## config.mk

```make
export PLATFORM = sky130hd
export DESIGN_NAME = tdm_frame_sequencer_flat
export DESIGN_NICKNAME = d
export VERILOG_FILES = /design/src/rtl/tdm_pkg.sv /design/src/rtl/tdm_frame_sequencer_if.sv /design/src/rtl/mod_n_counter.sv /design/src/rtl/tdm_frame_sequencer.sv /design/src/flat_wrapper.sv
export SDC_FILE = /design/constraint.sdc
export NUM_CORES = 1
export LEC_CHECK = 0
export ABC_AREA = 1
export CAP_MARGIN = 10
export CORE_MARGIN = 3
export CORE_UTILIZATION = 30
export DETAILED_ROUTE_END_ITERATION = 8
export PLACE_DENSITY = 0.57
export SKIP_LAST_GASP = 1
export SYNTH_ARGS = -nofsm -noshare
export SYNTH_HDL_FRONTEND = slang
export SYNTH_SLANG_ARGS = --single-unit
```

## constraint.sdc

```tcl
create_clock -name CLK -period 3.7 [get_ports CLK]
set_input_delay 0.555 -clock CLK [delete_from_list [all_inputs] [get_ports CLK]]
set_output_delay 0.555 -clock CLK [all_outputs]
set_load 0.005 [all_outputs]
```

## src/rtl/tdm_pkg.sv

```systemverilog
// ---------------------------------------------------------------------------
// tdm_pkg
// Shared types and constants for the TDM frame sequencer.
//   tdm_state_t  : sequencer FSM state (IDLE waiting for frame start, RUN
//                  walking through the channels of a frame)
//   N_CH_DEFAULT : default number of channels per frame
//   sel_width()  : select/counter width for a given channel count
// ---------------------------------------------------------------------------
package tdm_pkg;

   typedef enum logic {
      IDLE = 1'b0,
      RUN  = 1'b1
   } tdm_state_t;

   localparam int N_CH_DEFAULT = 8;

   // Width needed to address n channels; never narrower than one bit.
   function automatic int sel_width(input int n);
      return (n > 1) ? $clog2(n) : 1;
   endfunction

endpackage

```

## src/rtl/tdm_frame_sequencer_if.sv

```systemverilog
// ---------------------------------------------------------------------------
// tdm_frame_sequencer_if
// Bundles the serial TDM input and the demux/frame outputs of the sequencer.
//   EN, SYNC, DIN           : serial side (bit strobe, frame start, data bit)
//   SEL, D                  : demux select and data
//   FRAME, FRAME_VALID, ERR : assembled frame, its update pulse, sync-slip pulse
// Modports:
//   master : the source of the bitstream / consumer of the results
//   slave  : the sequencer itself
// ---------------------------------------------------------------------------
interface tdm_frame_sequencer_if import tdm_pkg::*; #(
   parameter int N_CH = N_CH_DEFAULT
) ();

   localparam int SEL_W = sel_width(N_CH);

   logic             EN;
   logic             SYNC;
   logic             DIN;
   logic [SEL_W-1:0] SEL;
   logic             D;
   logic [N_CH-1:0]  FRAME;
   logic             FRAME_VALID;
   logic             ERR;

   modport master (
      output EN, SYNC, DIN,
      input  SEL, D, FRAME, FRAME_VALID, ERR
   );

   modport slave (
      input  EN, SYNC, DIN,
      output SEL, D, FRAME, FRAME_VALID, ERR
   );

endinterface

```

## src/rtl/mod_n_counter.sv

```systemverilog
// ---------------------------------------------------------------------------
// mod_n_counter
// Modulo-N up counter with synchronous load. Load wins over increment.
//   CLK, N_RESET : clock, asynchronous active-low reset (count returns to 0)
//   load         : load load_val on the next edge
//   inc          : advance by one, wrapping from N-1 to 0
//   load_val     : value taken on load
//   cnt          : current count
//   term         : high while cnt == N-1
// ---------------------------------------------------------------------------
module mod_n_counter import tdm_pkg::*; #(
   parameter  int N = N_CH_DEFAULT,
   localparam int W = sel_width(N)
) (
   input  logic         CLK,
   input  logic         N_RESET,
   input  logic         load,
   input  logic         inc,
   input  logic [W-1:0] load_val,
   output logic [W-1:0] cnt,
   output logic         term
);

   logic [W-1:0] cnt_r;

   assign term = (cnt_r == W'(N - 1));
   assign cnt  = cnt_r;

   // Count register: load, wrap-around increment, or hold.
   always_ff @(posedge CLK or negedge N_RESET) begin
      if (!N_RESET) begin
         cnt_r <= '0;
      end else if (load) begin
         cnt_r <= load_val;
      end else if (inc) begin
         cnt_r <= term ? W'(0) : cnt_r + W'(1);
      end else begin
         cnt_r <= cnt_r;
      end
   end

endmodule

```

## src/rtl/tdm_frame_sequencer.sv

```systemverilog
// ---------------------------------------------------------------------------
// tdm_frame_sequencer
// Turns a serial TDM bitstream into demux select/data (one channel per
// accepted bit), assembles each complete frame into a parallel word and
// flags frame-sync slips.
//   CLK     : system clock, rising edge
//   N_RESET : asynchronous active-low reset
//   bus     : slave side of tdm_frame_sequencer_if
//             in : EN (bit accept), SYNC (channel 0 marker), DIN
//             out: SEL, D (registered demux drive), FRAME, FRAME_VALID, ERR
// The channel counter holds the next expected channel; a value of 0 while
// in RUN means a complete frame has just been taken and SYNC is due.
// ---------------------------------------------------------------------------
module tdm_frame_sequencer import tdm_pkg::*; #(
   parameter  int N_CH  = N_CH_DEFAULT,
   localparam int SEL_W = sel_width(N_CH)
) (
   input logic                    CLK,
   input logic                    N_RESET,
   tdm_frame_sequencer_if.slave   bus
);

   tdm_state_t       state_r;
   tdm_state_t       state_nxt_s;

   logic [SEL_W-1:0] cnt_s;
   logic             term_s;
   logic             cnt_load_s;
   logic             cnt_inc_s;
   logic [SEL_W-1:0] load_val_s;

   logic [SEL_W-1:0] sel_r;
   logic [SEL_W-1:0] sel_nxt_s;
   logic             d_r;
   logic             d_nxt_s;
   // Channels 0..N_CH-2; the last channel goes straight into the frame word.
   logic [N_CH-2:0]  shadow_r;
   logic [N_CH-2:0]  shadow_nxt_s;
   logic [N_CH-1:0]  frame_r;
   logic [N_CH-1:0]  frame_nxt_s;
   logic             frame_valid_r;
   logic             frame_valid_nxt_s;
   logic             err_r;
   logic             err_nxt_s;

   mod_n_counter #(.N(N_CH)) u_cnt (
      .CLK      (CLK),
      .N_RESET  (N_RESET),
      .load     (cnt_load_s),
      .inc      (cnt_inc_s),
      .load_val (load_val_s),
      .cnt      (cnt_s),
      .term     (term_s)
   );

   // FSM state register.
   always_ff @(posedge CLK or negedge N_RESET) begin
      if (!N_RESET) begin
         state_r <= IDLE;
      end else begin
         state_r <= state_nxt_s;
      end
   end

   // Next state, counter control and next values of all output registers.
   always_comb begin
      state_nxt_s       = state_r;
      sel_nxt_s         = sel_r;
      d_nxt_s           = 1'b0;
      shadow_nxt_s      = shadow_r;
      frame_nxt_s       = frame_r;
      frame_valid_nxt_s = 1'b0;
      err_nxt_s         = 1'b0;
      cnt_load_s        = 1'b0;
      cnt_inc_s         = 1'b0;
      load_val_s        = SEL_W'(0);

      if (bus.EN) begin
         case (state_r)
            IDLE: begin
               if (bus.SYNC) begin
                  state_nxt_s     = RUN;
                  sel_nxt_s       = SEL_W'(0);
                  d_nxt_s         = bus.DIN;
                  shadow_nxt_s[0] = bus.DIN;
                  cnt_load_s      = 1'b1;
                  load_val_s      = SEL_W'(1);
               end else begin
                  state_nxt_s = IDLE;
               end
            end
            RUN: begin
               if (bus.SYNC) begin
                  // SYNC always restarts at channel 0; it is a slip unless
                  // channel 0 was the one expected (partial frame dropped).
                  err_nxt_s       = (cnt_s != SEL_W'(0));
                  sel_nxt_s       = SEL_W'(0);
                  d_nxt_s         = bus.DIN;
                  shadow_nxt_s[0] = bus.DIN;
                  cnt_load_s      = 1'b1;
                  load_val_s      = SEL_W'(1);
               end else if (cnt_s == SEL_W'(0)) begin
                  // Frame boundary without SYNC: lost alignment.
                  err_nxt_s   = 1'b1;
                  state_nxt_s = IDLE;
                  cnt_load_s  = 1'b1;
                  load_val_s  = SEL_W'(0);
               end else begin
                  sel_nxt_s = cnt_s;
                  d_nxt_s   = bus.DIN;
                  cnt_inc_s = 1'b1;
                  if (term_s) begin
                     frame_nxt_s       = {bus.DIN, shadow_r};
                     frame_valid_nxt_s = 1'b1;
                  end else begin
                     shadow_nxt_s[cnt_s] = bus.DIN;
                  end
               end
            end
            default: begin
               state_nxt_s = IDLE;
               cnt_load_s  = 1'b1;
               load_val_s  = SEL_W'(0);
            end
         endcase
      end else begin
         state_nxt_s = state_r;
      end
   end

   // Output, shadow and frame registers.
   always_ff @(posedge CLK or negedge N_RESET) begin
      if (!N_RESET) begin
         sel_r         <= '0;
         d_r           <= 1'b0;
         shadow_r      <= '0;
         frame_r       <= '0;
         frame_valid_r <= 1'b0;
         err_r         <= 1'b0;
      end else begin
         sel_r         <= sel_nxt_s;
         d_r           <= d_nxt_s;
         shadow_r      <= shadow_nxt_s;
         frame_r       <= frame_nxt_s;
         frame_valid_r <= frame_valid_nxt_s;
         err_r         <= err_nxt_s;
      end
   end

   assign bus.SEL         = sel_r;
   assign bus.D           = d_r;
   assign bus.FRAME       = frame_r;
   assign bus.FRAME_VALID = frame_valid_r;
   assign bus.ERR         = err_r;

endmodule

```

## src/flat_wrapper.sv

```systemverilog
// flat-port wrapper written by rule: the top's interface ports become plain ports
module tdm_frame_sequencer_flat import tdm_pkg::*;
#(
   parameter  int N_CH  = N_CH_DEFAULT,
   localparam int SEL_W = sel_width(N_CH)
)
  (CLK, N_RESET, bus_EN, bus_SYNC, bus_DIN, bus_SEL, bus_D, bus_FRAME, bus_FRAME_VALID, bus_ERR);
  tdm_frame_sequencer_if #(.N_CH(N_CH)) bus_i ();
  input logic CLK;
  input logic N_RESET;
  input wire logic [$bits(bus_i.EN)-1:0] bus_EN;
  input wire logic [$bits(bus_i.SYNC)-1:0] bus_SYNC;
  input wire logic [$bits(bus_i.DIN)-1:0] bus_DIN;
  output wire logic [$bits(bus_i.SEL)-1:0] bus_SEL;
  output wire logic [$bits(bus_i.D)-1:0] bus_D;
  output wire logic [$bits(bus_i.FRAME)-1:0] bus_FRAME;
  output wire logic [$bits(bus_i.FRAME_VALID)-1:0] bus_FRAME_VALID;
  output wire logic [$bits(bus_i.ERR)-1:0] bus_ERR;
  assign bus_i.EN = bus_EN;
  assign bus_i.SYNC = bus_SYNC;
  assign bus_i.DIN = bus_DIN;
  assign bus_SEL = bus_i.SEL;
  assign bus_D = bus_i.D;
  assign bus_FRAME = bus_i.FRAME;
  assign bus_FRAME_VALID = bus_i.FRAME_VALID;
  assign bus_ERR = bus_i.ERR;
  tdm_frame_sequencer #(.N_CH(N_CH)) u_core (.CLK(CLK), .N_RESET(N_RESET), .bus(bus_i));
endmodule
```

# Word level (Yosys, flattened, before mapping)
# Cells that the tools add are included.
word_totals:
  reg_bits: 25
  in_bits: 5
op_classes:
  reduce_logical: 8
  n_bitwise: 4
  n_mux: 41
  eq_ne: 4
  addsub: 1
  order_cmp: 2
ops:
  columns: ["cell", "n"]
  rows:
  - ["1-bit two-way mux", 27]
  - ["3-bit two-way mux", 7]
  - ["5-bit AND reduction", 2]
  - ["1-bit one-hot mux with 2 select lines", 4]
  - ["7-bit bitwise mux", 1]
  - ["3-bit != test (second input constant)", 2]
  - ["3-bit one-hot mux with 2 select lines", 1]
  - ["3-bit by 4-bit less-than comparator with 1-bit output (second input constant)", 1]
  - ["1-bit inverter", 4]
  - ["4-bit AND reduction", 1]
  - ["3-bit by 1-bit adder with 3-bit output (second input constant)", 1]
  - ["1-bit demux with 3-bit select", 1]
  - ["3-bit equality test (second input constant)", 1]
  - ["3-bit by 1-bit >= comparator with 1-bit output (second input constant)", 1]
  - ["3-bit logical NOT", 1]
  - ["3-bit AND reduction", 1]
  - ["3-bit nonzero test", 1]
  - ["2-bit != test (second input constant)", 1]
  - ["2-bit nonzero test", 1]
  - ["1-bit logical AND", 1]

# Depth between registers and ports, before layout
# Gate-level depths: netlist of the first run.
logic_depth:
  depth_word: 9
  mapped_depth: 10
  ltp_nobuf: 10

# By module
# From an unflattened synthesis of the first run, not the netlist that was laid out.
unflattened:
  cells_unflattened: 145
  hier_area_um2: 1258.7
modules_own_cells:
  columns: ["module", "seq_area_each_um2", "area_per_inst_um2", "n_inst", "cells_per_inst"]
  rows:
  - ["tdm_frame_sequencer", 550.5, 1086.0, 1, 123]
  - ["mod_n_counter", 75.1, 172.7, 1, 22]

# Worst setup path after synthesis of the first run
# Ideal clock, no wire load.
synth_timing:
  kind: "register -> register"
  from: "reg u_core.u_cnt.cnt_r[0] (netlist: u_core.u_cnt.cnt[0])"
  to: "reg u_core.shadow_r[0]"
  stages_incl_launch_ff: 10
  synth_period_minus_slack_ps: 1492
  slack_ps: 2208
  setup_ps: 120
  arrival_ps: 1371
  path_cell_list: "dfrtp_1 -> inv_2 -> ha_1 -> nand2_2 -> inv_1 -> ha_1 -> nand2_1 -> nand3_1 -> o21ai_0 -> nand2_1"
synth_between:
  elab_chain_len: 9
synth_rtl:
  columns: ["element", "line_no", "rtl"]
  rows:
  - ["start, declared", "mod_n_counter.sv:24", "logic [W-1:0] cnt_r;"]
  - ["start signal, assigned", "mod_n_counter.sv:34", "cnt_r <= load_val;"]
  - ["start signal, assigned", "mod_n_counter.sv:36", "cnt_r <= term ? W'(0) : cnt_r + W'(1);"]
  - ["start signal, assigned", "mod_n_counter.sv:38", "cnt_r <= cnt_r;"]
  - ["3-bit by 4-bit less-than comparator with 1-bit output (implied by the code) / 3-bit by 1-bit >= comparator with 1-bit output (equally long branches)", "tdm_frame_sequencer.sv:116", "shadow_nxt_s[cnt_s] = bus.DIN;"]
  - ["1-bit logical AND (implied by the code)", "tdm_frame_sequencer.sv:116", null]
  - ["1-bit two-way mux (implied by the code)", "tdm_frame_sequencer.sv:116", null]
  - ["1-bit demux with 3-bit select", null, null]
  - ["7-bit bitwise mux", "tdm_frame_sequencer.sv:116", null]
  - ["1-bit two-way mux", "tdm_frame_sequencer.sv:112", "if (term_s) begin"]
  - ["1-bit two-way mux", "tdm_frame_sequencer.sv:102", "end else if (cnt_s == SEL_W'(0)) begin"]
  - ["1-bit two-way mux", "tdm_frame_sequencer.sv:93", "if (bus.SYNC) begin"]
  - ["1-bit one-hot mux with 2 select lines", "tdm_frame_sequencer.sv:79", "case (state_r)"]
  - ["end signal, assigned", "tdm_frame_sequencer.sv:143", "shadow_r <= shadow_nxt_s;"]
  - ["end, declared", "tdm_frame_sequencer.sv:37", "logic [N_CH-2:0] shadow_r;"]
# Parallel ways exist; a longest one is shown, timed or not. The select of a mux whose other input is x is not followed.
# A chain may end at the register's enable or synchronous reset.

# Final worst setup path of the first run
layout_timing:
  from: "in bus_SYNC"
  to: "reg u_core.frame_r[4] (netlist: u_core.bus.FRAME[4])"
layout_between:
  elab_chain_len: 2
layout_rtl:
  columns: ["element", "line_no", "rtl"]
  rows:
  - ["start, declared", "flat_wrapper.sv:12", "input wire logic [$bits(bus_i.SYNC)-1:0] bus_SYNC;"]
  - ["1-bit inverter (no line)", null, null]
  - ["5-bit AND reduction (no line)", null, null]
  - ["end signal, assigned", "tdm_frame_sequencer.sv:144", "frame_r <= frame_nxt_s;"]
  - ["end, declared", "tdm_frame_sequencer.sv:39", "logic [N_CH-1:0] frame_r;"]
# Every way passes these cells.

==> impl_metrics.env, run 1 <==
export IMPL_num_nets_final=174
export IMPL_track_usage_pct=10.4
export IMPL_powerDensity_nw_per_um2=526
export IMPL_firstDrtPassIters=4
export IMPL_setup_tns_ps=0
export IMPL_slew_headroom_pct=63.8
export IMPL_yosys_warnings=0
export IMPL_cp_startpoint="bus_SYNC"
export IMPL_synth_top_cell_area_share_pct=49.7
export IMPL_synth_fp_nets=151
export IMPL_drc=0
export IMPL_p_int_uw=512
export IMPL_io_buffers=18
export IMPL_die_h_microns=70.8
export IMPL_syn2layout_area_growth_pct=24.2
export IMPL_io_pins=19
export IMPL_wl_met2_microns=1080
export IMPL_layout_commonest_cell="nand2_1"
export IMPL_htree_levels=1
export IMPL_cts_buffer_depth=2
export IMPL_drt_wl_total_microns=2320
export IMPL_wl_met1_microns=1160
export IMPL_clock_root_buffer="clkbuf_8"
export IMPL_required_ps=3860
export IMPL_postCtsSetupBuffers=0
export IMPL_final_cell_mix="nand2_1, dfrtp_1, clkdlybuf4s50_1"
export IMPL_grt_pass1_vias=907
export IMPL_final_hold_viol_count=0
export IMPL_synth_cell_types=21
export IMPL_setup_viol=0
export IMPL_critPathMaxFanout=16
export IMPL_cts_tree="built"
export IMPL_synthCells=140
export IMPL_yosys_most_used_dff="dfrtp_1"
export IMPL_rows=22
export IMPL_min_period_over_period_pct=48.8
export IMPL_critPathArrivalTime_ps=1970
export IMPL_chipWidth_microns=70.8
export IMPL_cts_hold_fix_buffers=0
export IMPL_finish_utilization_pct=40.6
export IMPL_grt_overflow=0
export IMPL_end_kind="register"
export IMPL_ir_worst_vdd_mv=0.148
export IMPL_power_switching_uw=312
export IMPL_start_util_pct=32.7
export IMPL_dieArea_sq_um=5010
export IMPL_p_sw_share_pct=37.8
export IMPL_antenna_cells=0
export IMPL_cts_clk_slew_worst_paths_ps=90
export IMPL_drt_first_iter_violations=63
export IMPL_syn_area_sq_um=1260
export IMPL_dp_hpwl_microns=1710
export IMPL_grt_max_degree=26
export IMPL_top_layer_used="met4"
export IMPL_cts_buffers=3
export IMPL_worst_setup_path_start_kind="primary input"
export IMPL_p_leak_uw=0.000735
export IMPL_power_frac_clock_pct=20.0
export IMPL_ys_ff_latch=25
export IMPL_critPathKind="in -> reg"
export IMPL_r2r_start="u_core.u_cnt.cnt[0]"
export IMPL_rsz0062_at_grt="false"
export IMPL_synth_edf_count=0
export IMPL_core_sq_um=3850
export IMPL_vias_per_cell=4.43
export IMPL_place_congestion=0.862
export IMPL_min_path_type="reg -> reg"
export IMPL_cts_resized=0
export IMPL_async_flop_share_pct=100
export IMPL_clkLatencyLatePin_ps=270
export IMPL_antenna_found_initial=0
export IMPL_syn_avg_cell_area_sq_um=9.00
export IMPL_antenna_left=0
export IMPL_min_from="u_core.bus.FRAME[1]"
export IMPL_worstMarginPinSlew_ps=541
export IMPL_clock_sinks=25
export IMPL_synth_area_leaders="dfrtp_1, nand2_1, ha_1"
export IMPL_synth_area_leader_cell="dfrtp_1"
export IMPL_grt_pass1_wl_microns=4240
export IMPL_drive_above_1_share_pct=14.8
export IMPL_pwr_share_comb_pct=34.7
export IMPL_yosysSeqAreaShare_pct=49.7
export IMPL_wl_per_cell_microns=11.1
export IMPL_status="finished clean"
export IMPL_final_max_slew_viol_count=0
export IMPL_drv_cap=0
export IMPL_fin_crit_ps=1810
export IMPL_fmax_mhz=553
export IMPL_finalClockSkew_ps=1.99
export IMPL_wl_met3_microns=45
export IMPL_vias=930
export IMPL_p_seq_share_pct=45.3
==> critical path, cell delays in order <==
cell and delay [ps]:
clkdlybuf4s50_1 440, inv_1 260, ha_1 290, nand3_4 220, nand2_1 140, o21ai_2 50
==> sequential cells by signal (all words and copies together) (netlist names) <==
name	count
u_core.bus.FRAME	8
u_core.shadow_r	7
u_core.bus.SEL	3
u_core.u_cnt.cnt	3
u_core.bus.D	1
u_core.bus.ERR	1
u_core.bus.FRAME_VALID	1
u_core.state_r	1
==> cells by family after synthesis <==
logic type / share of synthesized area [%]
flip-flops: 49.7
AO/OA/AOI/OAI: 13.0
buffers and inverters: 6.65
AND/OR/NAND/NOR: 24.7
adder cells (fa/ha/maj): 5.96
==> power groups by stage <==
stage	combinational (uW)	sequential, uW	clock [uW]
after floorplan	204	370	0
after global placement	281	377	0
after detailed placement	285	379	0
after CTS	286	373	173
after global routing	335	384	185
final	286	373	165
==> stage by stage <==
step	instance area [sq um]	setup WS [ps]	cells	total power (uW)	hold slack, ps
after CTS	1540	1910	209	832	492
after floorplan	1260	2210	140	574	259
after detailed placement	1490	1620	205	664	469
after global placement	1490	1680	205	658	465
after global routing	1570	1830	210	905	511
final	1570	1890	210	824	487
==> routing by layer <==
layer  up-vias  track usage, %
met3         2            1.42
li1        494               -
met4         0            4.38
met2         9            16.7
met1       425            14.0
met5         -               0
==> synth_stat cells, types with 2 or more instances <==
library cell and count:
nor3_1 2, nand2_1 41, o21ai_2 8, o21ai_0 4, o31ai_1 3, dfrtp_1 25
ha_1 6, a21oi_1 4, nand2_4 2, nand3_1 6, o21ai_1 5, nand2_2 4
inv_1 15, inv_2 2, nor2_1 7
==> layout make-up <==
type / count / area (sq um)
clock inverter: 1 / 7.51
sequential: 25 / 626
tap: 48 / 60.1
inverter: 18 / 72.6
multi-input combinational: 96 / 551
fill: 403 / 2290
timing repair buffer: 19 / 208
clock buffer: 3 / 41.3
==> worst paths after layout <==
kind | to | slack, ps | cells after the start
min | u_core.bus.FRAME[1] | 490 | 2
min reg2reg | u_core.bus.FRAME[1] | 490 | 2
max | u_core.bus.FRAME[4] | 1890 | 6
max reg2reg | u_core.shadow_r[0] | 2030 | 9
min in group asynchronous | u_core.state_r | 630 | 1
max in group asynchronous | u_core.bus.FRAME[6] | 2600 | 2
(Power assumes the default switching activity.)
==> run 2, diff against run 1 <==
PLACE_DENSITY = 0.59   (was 0.57)
clock period = 1.65 ns   (was 3.7 ns; I/O delays follow)
==> run 2 against run 1 <==
  * Die area stayed put
  * First-iteration DRC count is 21% lower
  * Final area is 1.8% higher
  * Routed wire length is 8.1% higher
  * Flip-flop and latch count stayed put
  * Clock skew is 8.9 ps higher
  * Highest routed layer unchanged
  * Clock-buffer cell count is 1 higher
  * Largest power group unchanged
==> impl_metrics.env, run 2 (synthesis results as in run 1) <==
export IMPL_wl_per_cell_microns=11.6
export IMPL_placed_cell_area_sq_um=1530
export IMPL_grt_pass1_wl_microns=4480
export IMPL_rows=22
export IMPL_layout_commonest_cell="nand2_1"
export IMPL_grt_pass1_vias=1039
export IMPL_max_stage_delay_ps=430
export IMPL_met1_usage_pct=13.0
export IMPL_final_cell_mix="nand2_1, dfrtp_1, clkdlybuf4s50_1"
export IMPL_setup_viol=0
export IMPL_power_switching_uw=715
export IMPL_io_pins=19
export IMPL_finalClockSkew_ps=10.9
export IMPL_min_path_type="in -> async"
export IMPL_vias=997
export IMPL_crit_chain="buf_4, ha_1, ha_1, nand3_1, nand3_1, o21ai_0, nand2_1"
export IMPL_dp_hpwl_microns=1820
export IMPL_vias_per_cell=4.62
export IMPL_start_util_pct=32.7
export IMPL_r2r_start="u_core.u_cnt.cnt[0]"
export IMPL_power_frac_clock_pct=19.4
export IMPL_clock_sinks=25
export IMPL_grt_use_met3_pct=1.85
export IMPL_die_h_microns=70.8
export IMPL_powerDensity_nw_per_um2=1200
export IMPL_min_period_over_period_pct=94.3
export IMPL_critPathKind="reg -> reg"
export IMPL_antenna_left=0
export IMPL_drt_wl_total_microns=2510
export IMPL_largest_reg_flops=8
export IMPL_p_seq_share_pct=43.0
export IMPL_cts_tree="built"
export IMPL_critPathArrivalTime_ps=1730
export IMPL_drt_first_iter_violations=50
export IMPL_place_congestion=0.851
export IMPL_cts_hold_fix_buffers=0
export IMPL_clock_root_buffer="clkbuf_8"
export IMPL_p_leak_uw=0.000758
export IMPL_htree_levels=1
export IMPL_critPathMaxFanout=3
export IMPL_end_kind="register"
export IMPL_worst_setup_path_start_kind="register"
export IMPL_cts_buffers=3
export IMPL_grtUsageMet2_pct=19.3
export IMPL_final_area_sq_um=1590
export IMPL_cts_buffer_depth=2
export IMPL_cts_clk_slew_worst_paths_ps=90
export IMPL_p_sw_share_pct=37.3
export IMPL_cp_slowest_cell="dfrtp_2"
export IMPL_chipWidth_microns=70.8
export IMPL_core_sq_um=3850
export IMPL_setup_tns_ps=0
export IMPL_slew_headroom_pct=77.9
export IMPL_final_max_slew_viol_count=0
export IMPL_ir_worst_vdd_mv=0.425
export IMPL_holdWs_ps=328
export IMPL_design_power_total_uw=1910
export IMPL_syn2layout_area_growth_pct=26.4
export IMPL_status="finished clean"
export IMPL_fmax_mhz=643
export IMPL_drv_cap=0
export IMPL_clkLatencyLatePin_ps=270
export IMPL_track_usage_pct=11.1
export IMPL_num_nets_final=180
export IMPL_antenna_cells=0
export IMPL_drive_above_1_share_pct=18.5
export IMPL_p_int_uw=1200
export IMPL_pwr_share_comb_pct=37.5
export IMPL_grt_overflow=0
export IMPL_grt_max_degree=26
export IMPL_io_buffers=18
export IMPL_antenna_found_initial=0
export IMPL_drc=0
export IMPL_num_fill_cells=404
export IMPL_finish_utilization_pct=41.3
export IMPL_final_hold_viol_count=0
export IMPL_dieArea_sq_um=5010
export IMPL_required_ps=1820
export IMPL_firstDrtPassIters=4
export IMPL_worstMarginPinSlew_ps=331
export IMPL_fin_crit_ps=1560
export IMPL_cp_startpoint="u_core.u_cnt.cnt[0]"
export IMPL_grt_busiest_layer="met2"
==> run 2: final timing paths <==
check	slack [ps]	cells after the start	to
worst max-delay path	90	7	u_core.shadow_r[0]
worst min-delay path	330	2	u_core.bus.FRAME_VALID
worst max register to register	90	7	u_core.shadow_r[0]
worst min register to register	490	2	u_core.shadow_r[6]
max in group asynchronous	1060	2	u_core.u_cnt.cnt[2]
min in group CLK	490	2	u_core.shadow_r[6]
==> run 2: repair_timing <==
| item | in CTS | in global routing |
|---|---|---|
| endpoints found under the setup margin | 0 | 14 |
| buffers inserted | 0 | 1 |
| gates resized for setup | 0 | 2 |
==> run 2: cell type report <==
type | count | area [sq um] | share of cell area [%]
Sequential cell | 25 | 627 | 39.4
Clock buffer | 4 | 45.0 | 2.83
Inverter | 18 | 72.6 | 4.56
Timing Repair Buffer | 25 | 233 | 14.6
Tap cell | 48 | 60.1 | 3.77
Multi-Input combinational cell | 96 | 556 | 34.9
==> run 2: critical path, delay by kind of cell (launching register included) <==
family          cells  cell delay, ps
buf+inv             1             150
flops               1             430
simple gates        3             250
fa+ha+maj           2             470
compound gates      1             160
==> run 2: layer usage <==
| layer | vias to the layer above | wire [microns] |
|---|---|---|
| met5 | - | 0 |
| met4 | 0 | 49 |
| met3 | 4 | 68 |
| met2 | 15 | 1280 |
| met1 | 477 | 1120 |
| li1 | 501 | - |
==> run 2: through the flow <==
| step | setup slack (ps) | cells |
|---|---|---|
| finish | 94.2 | 216 |
| global route | -3.71 | 216 |
| CTS | 25.9 | 215 |
| detailed placement | -13.1 | 211 |
| global placement | 46.0 | 211 |
| floorplan | 158 | 140 |
==> run 2: power groups by stage <==
stage,logic [uW],registers (uW),clock network [uW]
floorplan,458,829,0
global placement,681,840,0
detailed placement,692,842,0
CTS,697,831,383
global route,842,842,408
finish,718,824,372
==> run 3, diff against run 2 <==
GPL_ROUTABILITY_DRIVEN = 1   (was unset)
clock period = 1.35 ns   (was 1.65 ns; I/O delays follow)
==> run 3 against run 2 <==
  * Power up 53%
  * Register-to-register slack worse by 190 ps
  * Global-route usage up 1.3 points
  * Via count up 8.3%
  * Worst hold slack worse by 40 ps
  * Routed wire length up 20%
  * Setup slack worse by 190 ps
  * The flow now finishes with violations (setup timing)
  * First-iteration DRC count down 2.0%
  * Final area up 25%
  * Sequential power up 25%
  * Fmax up 7.7%
  * Clock skew down 8.5 ps
==> impl_metrics.env, run 3 (synthesis results as in run 1) <==
export IMPL_status="complete, but fails checks"
export IMPL_violations="setup timing"
export IMPL_dieArea_sq_um=5010
export IMPL_slew_headroom_pct=76.4
export IMPL_vias_per_cell=4.58
export IMPL_final_max_slew_viol_count=0
export IMPL_io_pins=19
export IMPL_ir_worst_vdd_mv=0.470
export IMPL_grt_overflow=0
export IMPL_start_util_pct=32.7
export IMPL_max_stage_delay_ps=440
export IMPL_min_period_over_period_pct=107
export IMPL_finalClockSkew_ps=2.37
export IMPL_num_nets_final=200
export IMPL_drive_above_1_share_pct=44.1
export IMPL_vias=1080
export IMPL_drt_wl_total_microns=3010
export IMPL_min_path_type="in -> async"
export IMPL_grt_max_degree=26
export IMPL_drv_cap=0
export IMPL_clock_root_buffer="clkbuf_8"
export IMPL_num_fill_cells=370
export IMPL_worstMarginPinSlew_ps=354
export IMPL_regArea_sq_um=627
export IMPL_rsz0062_at_grt="true"
export IMPL_final_area_sq_um=1990
export IMPL_holdWs_ps=288
export IMPL_grt_pass1_wl_microns=4950
export IMPL_wl_per_cell_microns=12.7
export IMPL_antenna_found_initial=0
export IMPL_end_kind="register"
export IMPL_fmax_mhz=692
export IMPL_fin_crit_ps=1440
export IMPL_grt_pass1_vias=1088
export IMPL_cts_tree="built"
export IMPL_setup_slack_ps=-94.1
export IMPL_placed_cell_area_sq_um=1670
export IMPL_design_power_total_uw=2920
export IMPL_reg2reg_depth=8
export IMPL_syn2layout_area_growth_pct=57.8
export IMPL_powerDensity_nw_per_um2=1470
export IMPL_critPathKind="reg -> reg"
export IMPL_core_sq_um=3850
export IMPL_setup_viol=20
export IMPL_final_hold_viol_count=0
export IMPL_firstDrtPassIters=4
export IMPL_required_ps=1490
export IMPL_cts_buffer_depth=2
export IMPL_critPathArrivalTime_ps=1580
export IMPL_chipWidth_microns=70.8
export IMPL_clkLatencyLatePin_ps=270
export IMPL_io_buffers=18
export IMPL_dp_hpwl_microns=1910
export IMPL_die_h_microns=70.8
export IMPL_multi_input_area_sq_um=763
export IMPL_antenna_left=0
export IMPL_final_cell_mix="buf_4, dfrtp_1, nand2_1"
export IMPL_antenna_cells=0
export IMPL_critPathMaxFanout=7
export IMPL_rows=22
export IMPL_finish_utilization_pct=51.6
export IMPL_p_leak_uw=0.00108
export IMPL_htree_levels=1
export IMPL_cts_clk_slew_worst_paths_ps=90
export IMPL_drc=0
export IMPL_crit_chain="inv_2, ha_4, nand2_8, inv_2, ha_4, nand2_4, nand2_4, o21ai_0"
export IMPL_largest_reg_flops=8
export IMPL_cp_slowest_cell="dfrtp_1"
export IMPL_place_congestion=0.829
export IMPL_worst_setup_path_start_kind="register"
export IMPL_clock_sinks=25
export IMPL_drt_first_iter_violations=49
export IMPL_track_usage_pct=12.4
export IMPL_cts_buffers=3
## run 3: final timing paths
kind / from / to / slack [ps]
max in group asynchronous: N_RESET / u_core.state_r / 800
min in group CLK: u_core.shadow_r[6] / u_core.shadow_r[6] / 490
max: u_core.u_cnt.cnt[0] / u_core.state_r / -90
min reg2reg: u_core.shadow_r[6] / u_core.shadow_r[6] / 490
max reg2reg: u_core.u_cnt.cnt[0] / u_core.state_r / -90
min: N_RESET / u_core.bus.ERR / 290
## run 3: layout make-up
cell class,count,share of cell area (%)
Multi-Input combinational cell,97,38.4
Sequential cell,25,31.5
Timing Repair Buffer,44,21.0
Inverter,18,3.65
Tap cell,48,3.02
Clock buffer,3,2.08
Clock inverter,1,0.378
## run 3: power breakdown
| group | switching [uW] | internal [uW] |
|---|---|---|
| clock | 240 | 209 |
| combinational | 781 | 666 |
| sequential | 130 | 897 |
## run 3: per-layer routing
layer / GRT usage [%] / share of wire [%] / vias to the layer above
met5: 0 / 0 / -
met2: 21.7 / 53 / 33
met4: 6.47 / 2.3 / 0
li1: - / - / 547
met3: 1.99 / 4.6 / 7
met1: 14.5 / 40 / 493
## run 3: worst max-delay path: cells and delay by family (launching register included)
kind                     cells  cell delay [ps]
flip-flops                   1              440
buffers and inverters        2              170
AO/OA/AOI/OAI                1              140
adder cells (fa/ha/maj)      2              300
AND/OR/NAND/NOR              3              260
## run 3: timing repair
item                                    CTS  global route
gates cloned                              1             0
hold buffers                              0             0
endpoints found under the hold margin     0             0
buffers inserted                          2             8
endpoints found under the setup margin   16            33
resized for setup                        16            32
pin swaps                                 3             4
## run 3: metrics by stage
step,TNS [ps],setup WS (ps),cells
6_report,-969,-94.1,236
5_1_grt,-2410,-149,236
4_1_cts,-756,-61.6,228
3_5_place_dp,-4080,-231,221
3_3_place_gp,-3420,-193,221
2_1_floorplan,-53.5,-11.9,140
